File: config.mk
export PLATFORM = sky130hd
export DESIGN_NAME = datapath_unit
export DESIGN_NICKNAME = d
export VERILOG_FILES = /design/src/rtl/datapath_pkg.sv /design/src/rtl/alu16.sv /design/src/rtl/datapath_unit.sv
export SDC_FILE = /design/constraint.sdc
export NUM_CORES = 1
export LEC_CHECK = 0
export ABC_AREA = 1
export CORE_MARGIN = 2
export CORE_UTILIZATION = 60
export CTS_CLUSTER_SIZE = 30
export DETAILED_ROUTE_END_ITERATION = 10
export PLACE_DENSITY = 0.82
export SLEW_MARGIN = 20
export SYNTH_ARGS = -nofsm -noshare
export SYNTH_HDL_FRONTEND = slang
export SYNTH_HIERARCHICAL = 1
export SYNTH_SLANG_ARGS = --single-unit
File: constraint.sdc
create_clock -name clk -period 19.9 [get_ports clk]
set_input_delay 1.99 -clock clk [delete_from_list [all_inputs] [get_ports clk]]
set_output_delay 1.99 -clock clk [all_outputs]
set_load 0.005 [all_outputs]
File: src/rtl/datapath_pkg.sv
// datapath_pkg: encodings shared by the datapath and its microcoded controller
package datapath_pkg;
  localparam int DW = 16;
  typedef enum logic [2:0] {
    FN_PASS = 3'b000,
    FN_ADD  = 3'b001,
    FN_SUB  = 3'b010,
    FN_AND  = 3'b011,
    FN_OR   = 3'b100,
    FN_XOR  = 3'b101,
    FN_NOT  = 3'b110,
    FN_INC  = 3'b111
  } fn_e;
  localparam int FLG_Z = 3;
  localparam int FLG_N = 2;
  localparam int FLG_C = 1;
  localparam int FLG_V = 0;
endpackage

File: src/rtl/alu16.sv
// alu16: combinational ALU computing Z = f(Y, B) with {Z,N,C,V} flags
module alu16 import datapath_pkg::*; #(
  parameter int W = DW
) (
  input  logic [W-1:0] y,
  input  logic [W-1:0] b,
  input  logic [2:0]   funsel,
  output logic [W-1:0] result,
  output logic [3:0]   flags
);
  logic [W:0] add, sub, inc;
  logic c, v;
  // result and flags; C is borrow for subtract, V only for arithmetic ops
  always_comb begin
    add = {1'b0, y} + {1'b0, b};
    sub = {1'b0, y} - {1'b0, b};
    inc = {1'b0, b} + {{W{1'b0}}, 1'b1};
    result = b;
    c = 1'b0;
    v = 1'b0;
    case (funsel)
      FN_ADD: begin
        result = add[W-1:0];
        c = add[W];
        v = (y[W-1] == b[W-1]) && (result[W-1] != y[W-1]);
      end
      FN_SUB: begin
        result = sub[W-1:0];
        c = sub[W];
        v = (y[W-1] != b[W-1]) && (result[W-1] != y[W-1]);
      end
      FN_AND: result = y & b;
      FN_OR:  result = y | b;
      FN_XOR: result = y ^ b;
      FN_NOT: result = ~b;
      FN_INC: begin
        result = inc[W-1:0];
        c = inc[W];
        v = !b[W-1] && result[W-1];
      end
      default: result = b;
    endcase
    flags = {result == '0, result[W-1], c, v};
  end
endmodule

File: src/rtl/datapath_unit.sv
// datapath_unit: single-bus 16-bit datapath driven by the microcoded controller
module datapath_unit import datapath_pkg::*; #(
  parameter int DW = 16,
  parameter int NREG = 8,
  parameter logic [DW-1:0] PC_INIT = 16'h0000,
  parameter logic [DW-1:0] SP_INIT = 16'hFFFF
) (
  input  logic          clk,
  input  logic          reset,
  input  logic [2:0]    funsel,
  input  logic          lsp,
  input  logic          lpc,
  input  logic          lmdr,
  input  logic          lmar,
  input  logic          lisr,
  input  logic          ly,
  input  logic          wrr,
  input  logic          mrw,
  input  logic [2:0]    rsel,
  input  logic          spmar,
  input  logic          pcmar,
  input  logic          mdrz,
  input  logic          mdrm,
  input  logic          tr,
  input  logic          tsp,
  input  logic          tpc,
  input  logic          tmdr,
  input  logic          tisr,
  input  logic [DW-1:0] mem_rdata,
  output logic [DW-1:0] mem_addr,
  output logic [DW-1:0] mem_wdata,
  output logic          mem_we,
  output logic [DW-1:0] isr,
  output logic [3:0]    sreg,
  output logic          bus_err,
  output logic [DW-1:0] dbg_bus
);
  logic [DW-1:0] regs [NREG];
  logic [DW-1:0] pc, sp, mar, mdr, y, bus, z;
  logic [3:0] flg;
  logic [2:0] ndrv;
  logic set_flags;
  // prioritised bus mux; contention is detected from the raw driver count
  always_comb begin
    bus = tr ? regs[rsel] : tsp ? sp : tpc ? pc : tmdr ? mdr :
          tisr ? {{(DW-8){isr[7]}}, isr[7:0]} : '0;
    ndrv = {2'b0, tr} + {2'b0, tsp} + {2'b0, tpc} + {2'b0, tmdr} + {2'b0, tisr};
    set_flags = (funsel != FN_PASS) && (wrr || lsp || lpc || ly || (lmdr && mdrz));
  end
  alu16 #(.W(DW)) u_alu (
    .y(y),
    .b(bus),
    .funsel(funsel),
    .result(z),
    .flags(flg)
  );
  // all architectural state; reads use pre-edge values so tpc+lpc increments once
  always_ff @(posedge clk or posedge reset)
    if (reset) begin
      pc <= PC_INIT;
      sp <= SP_INIT;
      mar <= '0;
      mdr <= '0;
      isr <= '0;
      y <= '0;
      sreg <= '0;
      bus_err <= 1'b0;
      for (int i = 0; i < NREG; i++) regs[i] <= '0;
    end else begin
      if (wrr) regs[rsel] <= z;
      if (lsp) sp <= z;
      if (lpc) pc <= z;
      if (ly) y <= bus;
      if (lmar) mar <= spmar ? sp : pcmar ? pc : z;
      if (lmdr && (mdrm || mdrz)) mdr <= mdrm ? mem_rdata : z;
      if (lisr) isr <= mdr;
      if (set_flags) sreg <= flg;
      if (ndrv > 3'd1) bus_err <= 1'b1;
    end
  assign mem_addr = mar;
  assign mem_wdata = mdr;
  assign mem_we = mrw;
  assign dbg_bus = bus;
endmodule

=== Word level (Yosys, flattened, before mapping) ===
Index checks and enable logic that the tools add are counted.

* Memory bits (writable): 0
* Bits in read-only memories: 0
* Latch bits: 0
* Logic and storage cells: 74
* Flip-flop bits (word level): 229
* Memories: 0

* Shift operators: 0
* Mux-type cells: 17
* $add $sub $neg: 7
* $lt $le $gt $ge: 3
* Divide/modulo/power cells: 0
* Equality and inequality tests: 11
* $mul: 0
* Bitwise logic cells: 5
* Reduce and logical (&&, ||, !) cells: 15

{| class="wikitable"
|+ Operator list
! kind !! number
|-
| $mux W16 || 11
|-
| $bwmux W128 || 1
|-
| $pmux W16 S7 || 1
|-
| $bmux W16 S3 || 1
|-
| $demux W16 S3 || 1
|-
| $add A16 B1 Y17 const B || 1
|-
| $add A16 B16 Y17 || 1
|-
| $sub A16 B16 Y17 || 1
|-
| $and A16 B16 Y16 || 1
|-
| $logic_not A16 Y1 || 1
|-
| $not A16 Y16 || 1
|-
| $or A16 B16 Y16 || 1
|-
| $xor A16 B16 Y16 || 1
|-
| $eq A3 B3 Y1 const B || 4
|-
| $logic_and A1 B1 Y1 || 7
|-
| $add A3 B1 Y3 || 2
|-
| $eq A3 B2 Y1 const B || 2
|-
| $pmux W1 S3 || 2
|-
| $logic_or A1 B1 Y1 || 5
|-
| $ge A4 B4 Y1 const B || 1
|-
| $lt A4 B1 Y1 const B || 1
|-
| $not A3 Y4 || 1
|-
| $add A2 B1 Y3 || 1
|-
| $eq A3 B1 Y1 const B || 1
|-
| other kinds (6) || 8
|}

=== Longest topological paths before layout ===
Gate-level depths: netlist (run 1).

* Depth in word-level cells: 9
* Depth in mapped cells: 29

=== Cells and area by module ===
Netlist (run 1), hierarchy kept.

{| class="wikitable"
|+ Modules (own cells, without submodules)
! module !! cells an instance !! seq. area each (um2) !! instances !! area each (um2)
|-
| datapath_unit || 1400 || 5750.5 || 1 || 10881.7
|-
| alu16 || 733 || 0.0 || 1 || 3759.9
|}

=== Worst setup path before layout (run 1) ===
No wires, ideal clock.

* Kind: input -> register
* Start point: input rsel[0]
* End point: register mar[15] (netlist: mem_addr[15])
* Data arrival time: 4.974 ns
* Stages: 26
* Data required time: 19.770 ns
* Setup slack: 14.796 ns
* Buffers on the path: 5
* Cell sequence: buf_2 > buf_2 > buf_2 > nor2_1 > nor2_1 > o21ai_0 > nand3_1 > and2_1 > inv_1 > ha_1 > buf_2 > nand2_1 > inv_1 > a21oi_1 > nand2_1 > nand2_2 > nand3_1 > nand3_1 > nand3_1 > nand2_1 > inv_1 > buf_4 > inv_1 > o21ai_0 > o211ai_1 > o21ai_0

* Word-level cells in the longest chain between the ends: 9
* Elaborated cells on any way between the ends: 15
* Those cells by class: 3 x add/sub; 7 x mux; 5 x bitwise

{| class="wikitable"
|+ RTL lines
! element !! RTL line !! source
|-
| start: declaration || datapath_unit.sv:19 || <nowiki>input logic [2:0] rsel,</nowiki>
|-
| $not A3 Y4 (not written as such) (*) || datapath_unit.sv:45 || <nowiki>bus = tr ? regs[rsel] : tsp ? sp : tpc ? pc : tmdr ? mdr :</nowiki>
|-
| $bmux W16 S3 (*) || datapath_unit.sv:45 ||
|-
| $mux W16 (not written as such) (*) (2 in series) || datapath_unit.sv:45 ||
|-
| $mux W16 (*) || datapath_unit.sv:45 ||
|-
| via dbg_bus[5] || datapath_unit.sv:36 || <nowiki>output logic [DW-1:0] dbg_bus</nowiki>
|-
| $add A16 B1 Y17, or another cell as far along || alu16.sv:17 || <nowiki>inc = {1'b0, b} + {{W{1'b0}}, 1'b1};</nowiki>
|-
| $pmux W16 S7 (*) || alu16.sv:21 || <nowiki>case (funsel)</nowiki>
|-
| via flg[2] || datapath_unit.sv:40 || <nowiki>logic [3:0] flg;</nowiki>
|-
| $mux W16 (*) (2 in series) || datapath_unit.sv:74 || <nowiki>if (lmar) mar <= spmar ? sp : pcmar ? pc : z;</nowiki>
|-
| end signal: assignment || datapath_unit.sv:74 ||
|-
| end: declaration || datapath_unit.sv:39 || <nowiki>logic [DW-1:0] pc, sp, mar, mdr, y, bus, z;</nowiki>
|}

Mark *: on every way through the listed nets, which the timed path passes. The rest lies on a longest branch. The select of a mux whose other input is x is not followed.
A chain may end at the register's enable or synchronous reset.

=== Worst setup path in the final report (run 1) ===
* Start point: input rsel[0]
* End point: output dbg_bus[14]

* Word-level cells in the longest chain between the ends: 5

{| class="wikitable"
|+ RTL lines
! element !! RTL line
|-
| $not A3 Y4 (not written as such) || datapath_unit.sv:45
|-
| $bmux W16 S3 || datapath_unit.sv:45
|-
| $mux W16 (not written as such) (2 in series) || datapath_unit.sv:45
|-
| $mux W16 || datapath_unit.sv:45
|-
| end: declaration || datapath_unit.sv:36
|}

No other way between the ends. The select of a mux whose other input is x is not followed.

==> results of run 1 <==
==> power breakdown <==
part	total (mW)	internal (mW)	switching [mW]
registers	0.650	0.581	0.0690
logic	0.575	0.197	0.379
clock network	0.451	0.263	0.188
==> registers in the layout, summed over array words and instances, names as in the netlist <==
register / cells
isr: 16
sp: 16
mem_wdata: 16
bus_err: 1
regs: 128
pc: 16
y: 16
sreg: 4
mem_addr: 16
==> routing by layer <==
layer  global-route usage  share of wire
met5                    0              0
met4                0.169          0.049
met3               0.0577          0.086
met2                0.602           0.47
met1                0.486           0.40
==> logic make-up (layout without fill, tap and decap cells) <==
kind of cell               after synthesis  in the layout  synth area share
and+or+nand+nor                       1002           1002             0.286
AOI/OAI and AO/OA                      431            431             0.157
buffers and inverters                  414            475             0.113
DFF                                    229            229             0.393
adders and majority gates               55             55            0.0485
xor gates and xnor gates                 1              1          0.000598
muxes                                    1              1          0.000769
==> cell usage after synthesis, drive strengths merged (2+ instances only) <==
cell type,count
ha,52
o21ai,295
a31oi,2
dfrtp,213
clkbuf,51
or2,9
nand3b,4
fa,3
clkinv,2
a21oi,82
nor3,13
nor2,169
o22ai,5
buf,49
o21bai,3
a22oi,2
o211ai,36
nand4,18
nand3,128
nand2,644
and2,16
dfstp,16
o31ai,2
inv,312
==> layout make-up <==
class / instances / share of cell area
inverter: 314 / 0.0725
clock inverter: 7 / 0.00402
timing repair buffer: 117 / 0.0680
sequential: 229 / 0.349
clock buffer: 37 / 0.0437
multi-input combinational: 1490 / 0.439
tap: 324 / 0.0246
==> metrics by stage <==
| stage | power, mW | cells | hold WS, ns | cell area (um^2) | util |
|---|---|---|---|---|---|
| floorplan | 1.01 | 2133 | 0.445 | 14600 | - |
| global placement | 1.20 | 2474 | 0.457 | 15700 | 0.652 |
| detailed placement | 1.21 | 2474 | 0.463 | 15700 | 0.652 |
| CTS | 1.66 | 2518 | 0.482 | 16500 | 0.685 |
| global route | 1.77 | 2518 | 0.497 | 16500 | 0.684 |
| finish | 1.68 | 2518 | 0.480 | 16500 | 0.684 |
==> cells in the final DEF (no fill, tap or decap), types with 10 or more instances in the layout <==
master and instances:
nand2_1 637, inv_1 295, o21ai_0 284, dfrtp_1 213, nor2_1 161, nand3_1 121, clkdlybuf4s50_1 102, a21oi_1 79
ha_1 52, o211ai_1 36, clkbuf_16 25, nand4_1 18, and2_1 16, dfstp_2 16, inv_2 14, o21ai_1 10
==> path summary, 6_finish.rpt <==
check                              from      endpoint  cells past startpoint
worst max register to register   isr[7]  mem_addr[15]                     22
worst min register to register  bus_err       bus_err                      1
worst min-delay path            bus_err       bus_err                      1
worst max-delay path            rsel[0]   dbg_bus[14]                     10
min in group asynchronous         reset        isr[9]                      2
max in group asynchronous         reset         y[10]                      3
==> results_dict.tcl, run 1 <==
set metrics [dict create \
    wl_per_cell_um 18.8 \
    die_width_um 160 \
    ys_seq_elements 229 \
    clock-skew-final_ns 0.0127 \
    finalWorstSetupSlack_ns 12.75 \
    cts_resized 0 \
    grt_pass1_wl_um 74700 \
    postRouteAntennaNets 0 \
    startpoint_type "input port" \
    criticalPathCategory "in -> out" \
    p_leak_nw 8.27 \
    synth_warnings 6 \
    clkLatencyLatePin_ns 0.52 \
    multi_input_area_mm2 0.00723 \
    hpwlAfterDp_um 34400 \
    fin_crit_sh 0.359 \
    num_rows 57 \
    cts_buffers 24 \
    place_congestion 0.933 \
    drt_wl_total_um 47400 \
    cp_slowest_cell "inv_1" \
    first_iter_violations 1682 \
    yosysTopAreaCell "dfrtp_1" \
    hold_buffers 0 \
    cts_tree "done" \
    synth.net_count 2229 \
    path_clk_slew_ns 0.06 \
    ys_types 47 \
    synth_cells 2133 \
    cts.sinks 229 \
    clk_path_buf_depth 3 \
    cp_common_cell "nand2_1" \
    initial_core_util 0.607 \
    async_flop_share 1.00 \
    yosysSeqAreaShare 0.393 \
    grt_max_degree 149 \
    fill_cells 2147 \
    irDropWorstVdd_v 0.0000897 \
    synth-edff-count 0 \
    critical_path.top_delay_family "buffers and inverters" \
    required_ns 17.91 \
    fmax_mhz 140 \
    drt-vias-per-instance 5.73 \
    regArea_mm2 0.00575 \
    drive_above_1_share 0.0570 \
    dieArea_mm2 0.0257 \
    slowest_delay_ns 0.77 \
    avgSynthCellArea_um2 6.86 \
    end_kind "output port" \
    io_pins 111 \
    rsz0062_at_grt "no" \
    fin_crit_ns 7.15 \
    worstPathMaxFanout 101 \
    fin_nets 2272 \
    htree_levels 1 \
    drv_slew 0 \
    port_buffers 108 \
    synth_area_mm2 0.0146 \
    ys_top_cells_by_area "dfrtp_1, nand2_1, o21ai_0, inv_1, ha_1" \
    synth.top_cell.area_share 0.364 \
    postCtsSetupRepairBufs 0 \
    status "finished clean" \
    final.setup.tns_ns 0 \
    finalSetupViolations 0 \
    cts-root-buf "clkbuf_16" \
    grt_pass1_vias 13500 \
    power.density_mw_per_mm2 102 \
    coreArea_mm2 0.0241 \
    grt_use_total 0.368 \
    synthFlopType "dfrtp_1" \
    grt.overflow.total 0 \
    grt_antenna_before_repair 0 \
    hp-class "reg -> reg" \
    worst_pin_slew_ns 1.12 \
    critPathArrivalTime_ns 5.16 \
    dr.pass1.iters 6 \
    maxCapViolCount 0 \
    area_growth_pct 12.7 \
    ff2ff_setup_slack_ns 15.46 \
    crit_chain "buf_2 > buf_4 > inv_1 > nand2_1 > nand3_1 > nand2_1 > nor2_1 > nand2_1 > and2_1 > clkdlybuf4s50_1" \
    num_antenna_cells 0 \
    finalHoldViolCount 0 \
    place_ws_ns 12.47 \
    vias 14400 \
    drc_errors 0 \
    crit_buf_inv 4 \
    dieHeight_um 160 \
    relSlewSlack 0.248 \
]
Note: power is estimated with default switching activity, not from simulation.
==> inputs of run 2 (changes only) <==
- CORE_UTILIZATION: 60 -> 54
- PLACE_DENSITY: 0.82 -> 0.77
- clock period: 19.9 -> 6.04 ns (I/O delays scaled with it)
==> run 2 against run 1 <==
  * Sequential share of layout area shrank 0.53 points
  * Global-route usage is 2.2 points lower
  * Cell area rose by 1.5%
  * Worst hold slack got worse by 0.097 ns
  * Sequential power grew to 3.3 times the previous value
  * Clock power grew to 3.2 times the previous value
  * Die area increased by 11%
  * Count of clock-buffer cells in the layout did not move
  * Power rose to 3.3 times the previous value
  * Via count hardly changed
  * Critical path type is now in -> reg
  * Wire length is 3.2% higher
==> results_dict.tcl, run 2 (synthesis gave the netlist of run 1 again) <==
set metrics [dict create \
    maxCapViolCount 0 \
    p_leak_nw 8.40 \
    critPathArrivalTime_ns 5.32 \
    dieArea_mm2 0.0284 \
    fmax_mhz 203 \
    htree_levels 1 \
    grt_pass1_wl_um 76900 \
    wl_per_cell_um 19.1 \
    largest_reg_flops 128 \
    cts.sinks 229 \
    cts_resized 0 \
    io_pins 111 \
    port_buffers 108 \
    cts_tree "done" \
    critical_path.top_delay_family "simple AND/OR/NAND/NOR gates" \
    grt.overflow.total 0 \
    dr.pass1.iters 6 \
    postCtsSetupRepairBufs 0 \
    cts-root-buf "clkbuf_16" \
    end_kind "flop" \
    final_util 0.625 \
    die_width_um 169 \
    grt_pass1_vias 14100 \
    total_power_mw 5.52 \
    irDropWorstVdd_v 0.000251 \
    fin_crit_sh 0.817 \
    clock-skew-final_ns 0.0162 \
    num_rows 60 \
    worst_hold_slack_ns 0.383 \
    postRouteAntennaNets 0 \
    criticalPathCategory "in -> reg" \
    drc_errors 0 \
    status "finished clean" \
    clk_path_buf_depth 3 \
    dieHeight_um 169 \
    startpoint_type "input port" \
    worstPathMaxFanout 9 \
    relSlewSlack 0.257 \
    first_iter_violations 1429 \
    layout_common_cells "nand2_1, inv_1, o21ai_0, dfrtp_1, nor2_1" \
    fin_nets 2301 \
    top_register "regs" \
    power.density_mw_per_mm2 329 \
    coreArea_mm2 0.0268 \
    rsz0062_at_grt "no" \
    drt-vias-per-instance 5.64 \
    slowest_delay_ns 0.61 \
    clkLatencyLatePin_ns 0.52 \
    path_clk_slew_ns 0.06 \
    vias 14500 \
    finalHoldViolCount 0 \
    drive_above_1_share 0.0680 \
    finalWorstSetupSlack_ns 1.10 \
    hold_buffers 0 \
    hp-class "in -> async" \
    cp_common_cell "o21ai_0" \
    grt_use_total 0.347 \
    final_area_mm2 0.0167 \
    crit_buf_inv 3 \
    cts_buffers 23 \
    grt_antenna_before_repair 2 \
    dp_cells 2521 \
    placed_cell_area_mm2 0.0160 \
    area_growth_pct 14.4 \
    final.setup.tns_ns 0 \
    place_congestion 0.936 \
    cp_slowest_cell "clkdlybuf4s50_1" \
    worst_pin_slew_ns 1.11 \
    drv_slew 0 \
    place_ws_ns 0.751 \
    hpwlAfterDp_um 36000 \
    finalSetupViolations 0 \
    drt_wl_total_um 48900 \
    crit_chain "clkdlybuf4s50_1 > nand2_1 > nor2_1 > o21ai_0 > nand3_1 > and2_1 > inv_1 > ha_1 > nor2_2 > nand2_1 > nand3b_1 > nand2_1 > a21oi_1 > o21ai_0 > nand4_1 > inv_1 > o21ai_0 > o211ai_1 > o21ai_0" \
    initial_core_util 0.546 \
    final_common_cell "nand2_1" \
    num_antenna_cells 0 \
    grt_max_degree 121 \
    fin_crit_ns 4.94 \
    cp_num_cells 19 \
    worstRegToRegCells 20 \
    instances_no_fill 2561 \
    required_ns 6.42 \
]
run 2: cell types whose count changed in the layout (fill, tap and decap cells not counted), sizes merged:
cell | previous run | this run
buf | 15 | 40
clkinv | 7 | 4
inv | 312 | 311
clkdlybuf4s50 | 102 | 107
run 2: path summary, 6_finish.rpt:
path,slack (ns),to,start
max,1.10,mem_addr[7],rsel[1]
min,0.38,isr[8],reset
max reg2reg,1.87,mem_addr[7],regs[101]
min reg2reg,0.48,regs[124],regs[124]
max in group asynchronous,3.99,regs[24],reset
min in group clk,0.48,regs[124],regs[124]
run 2: report_power, final:
group	internal, mW	total, mW	switching (mW)	leakage (nW)
sequential	1.91	2.15	0.239	2.84
clock	0.840	1.44	0.600	0.370
combinational	0.678	1.92	1.25	5.19
total	3.43	5.52	2.09	8.40
run 2: final cells by class:
type | instances | area, um^2
Fill cell | 2427 | 10100
Clock inverter | 3 | 40.0
Inverter | 314 | 1190
Tap cell | 341 | 427
Sequential cell | 229 | 5750
Timing Repair Buffer | 147 | 1390
Multi-Input combinational cell | 1490 | 7240
Clock buffer | 37 | 708
run 2: layer usage:
layer	up-vias	wire, um	track usage
met5	-	17	0
met2	656	22800	0.572
met4	2	2800	0.191
met1	6752	19100	0.427
li1	6895	-	-
met3	145	4220	0.0718
==> inputs of run 3 (changes only) <==
- CORE_UTILIZATION: 54 -> 60
- PLACE_DENSITY: 0.77 -> 0.82
- clock period: 6.04 -> 4.8 ns (I/O delays scaled with it)
==> run 3 against run 2 <==
  * Core utilization increased by 9.6 points
  * Flip-flop and latch count stayed put
  * Combinational power grew 42%
  * Global-route usage rose by 4.0 points
  * Critical path depth is 3 higher
  * Clock skew grew 0.0025 ns
  * Critical endpoint is now mem_wdata[7]
  * Largest cell class unchanged
  * Largest power group is now combinational cells
==> results_dict.tcl, run 3 (synthesis gave the netlist of run 1 again) <==
set metrics [dict create \
    grt_antenna_before_repair 0 \
    wl_per_cell_um 18.9 \
    finalHoldViolCount 0 \
    multi_input_area_mm2 0.00724 \
    postCtsSetupRepairBufs 0 \
    pwr-share-seq 0.371 \
    final_common_cell "nand2_1" \
    rr_endpoint "mem_wdata[7]" \
    num_rows 57 \
    postRouteAntennaNets 0 \
    worst_pin_slew_ns 1.16 \
    vias 14900 \
    fill_cells 1957 \
    rsz0062_at_grt "no" \
    grt_pass1_vias 14300 \
    io_pins 111 \
    fin_crit_sh 0.928 \
    top_register "regs" \
    worstSetupEndpoint "mem_wdata[7]" \
    p_int_mw 4.54 \
    final_area_mm2 0.0174 \
    end_kind "flop" \
    swShare 0.377 \
    grt.overflow.total 0 \
    power.density_mw_per_mm2 418 \
    netSwitchingPower_mw 2.74 \
    grt_max_degree 99 \
    drt-vias-per-instance 5.69 \
    port_buffers 108 \
    fin_nets 2378 \
    die_width_um 160 \
    pwr-share-comb 0.375 \
    cts.sinks 229 \
    dieHeight_um 160 \
    place_congestion 0.970 \
    largest_reg_flops 128 \
    criticalPathCategory "in -> reg" \
    worstRegToRegCells 21 \
    drc_errors 0 \
    clk_path_buf_depth 3 \
    relSlewSlack 0.223 \
    first_iter_violations 1462 \
    regArea_mm2 0.00575 \
    placed_cell_area_mm2 0.0166 \
    layout_common_cells "nand2_1, inv_1, o21ai_0, dfrtp_1, nor2_1" \
    total_power_mw 7.28 \
    area_growth_pct 18.7 \
    hold_buffers 0 \
    cts_resized 0 \
    drv_slew 0 \
    cts-root-buf "clkbuf_16" \
    clock_power_share 0.253 \
    fmax_mhz 224 \
    finalSetupViolations 0 \
    crit_start "rsel[1]" \
    grt_pass1_wl_um 77900 \
    status "finished clean" \
    dieArea_mm2 0.0257 \
    hpwlAfterDp_um 36000 \
    worstPathMaxFanout 9 \
    num_antenna_cells 0 \
    startpoint_type "input port" \
    drt_wl_total_um 49700 \
    rr_startpoint "regs[21]" \
    dr.pass1.iters 8 \
    grt_use_total 0.386 \
    p_leak_nw 8.81 \
    critPathArrivalTime_ns 4.81 \
    dp_cells 2580 \
    required_ns 5.15 \
    worst_hold_slack_ns 0.318 \
    path_clk_slew_ns 0.07 \
    cts_tree "done" \
    ff2ff_setup_slack_ns 0.79 \
    clkLatencyLatePin_ns 0.52 \
    maxCapViolCount 0 \
    cts_buffers 23 \
    clock-skew-final_ns 0.0187 \
    hp-class "in -> async" \
    instances_no_fill 2623 \
    htree_levels 1 \
    fin_crit_ns 4.45 \
    irDropWorstVdd_v 0.000411 \
    final.setup.tns_ns 0 \
    coreArea_mm2 0.0241 \
    initial_core_util 0.607 \
    drive_above_1_share 0.101 \
]
[run 3: worst min-delay path by stage]
| stage | endpoint | slack, ns | depth (start not counted) |
|---|---|---|---|
| after floorplan | regs[119] | 0.45 | 2 |
| after global placement | regs[124] | 0.46 | 2 |
| after detailed placement | regs[127] | 0.47 | 2 |
| after CTS | regs[124] | 0.48 | 2 |
| after global routing | regs[21] | 0.36 | 2 |
| final | regs[85] | 0.32 | 2 |
[run 3: critical path: stages]
cell and delay (ns):
clkdlybuf4s50_1 0.62, nand2_2 0.24, nor2_1 0.19, nand2_1 0.10, nand2_1 0.08, inv_1 0.04, nand3_1 0.25, and2_1 0.22
inv_1 0.07, ha_1 0.42, nor2_2 0.26, nand2_1 0.16, nand3b_1 0.23, nand2_1 0.20, a21oi_1 0.08, o21ai_0 0.14
nand4_1 0.26, inv_1 0.29, buf_4 0.17, o21ai_0 0.09, nand2_1 0.11, o21ai_0 0.10
[run 3: area by class of cell]
class / count / area share
sequential: 229 / 0.331
clock buffer: 34 / 0.0384
multi-input combinational: 1490 / 0.417
tap: 324 / 0.0233
inverter: 314 / 0.0683
clock inverter: 8 / 0.00561
timing repair buffer: 224 / 0.117
[run 3: power by group through the flow]
stage,clock [mW],sequential [mW],combinational (mW)
finish,1.84,2.70,2.73
global route,1.91,2.74,3.02
CTS,1.84,2.69,2.69
detailed placement,0,2.71,2.65
global placement,0,2.69,2.60
floorplan,0,2.64,1.55
[run 3: through the flow]
step,worst slack [ns],utilization
6_report,0.345,0.721
3_3_place_gp,0.0513,0.689
5_1_grt,0.118,0.721
3_5_place_dp,0.0399,0.689
4_1_cts,0.469,0.720
2_1_floorplan,1.21,-
[run 3: metal layers]
layer  share of wire  GRT usage  vias up
met1            0.39      0.496     6945
li1                -          -     7048
met3           0.090     0.0592      150
met5               0          0        -
met2            0.47      0.640      777
met4           0.057      0.196        0
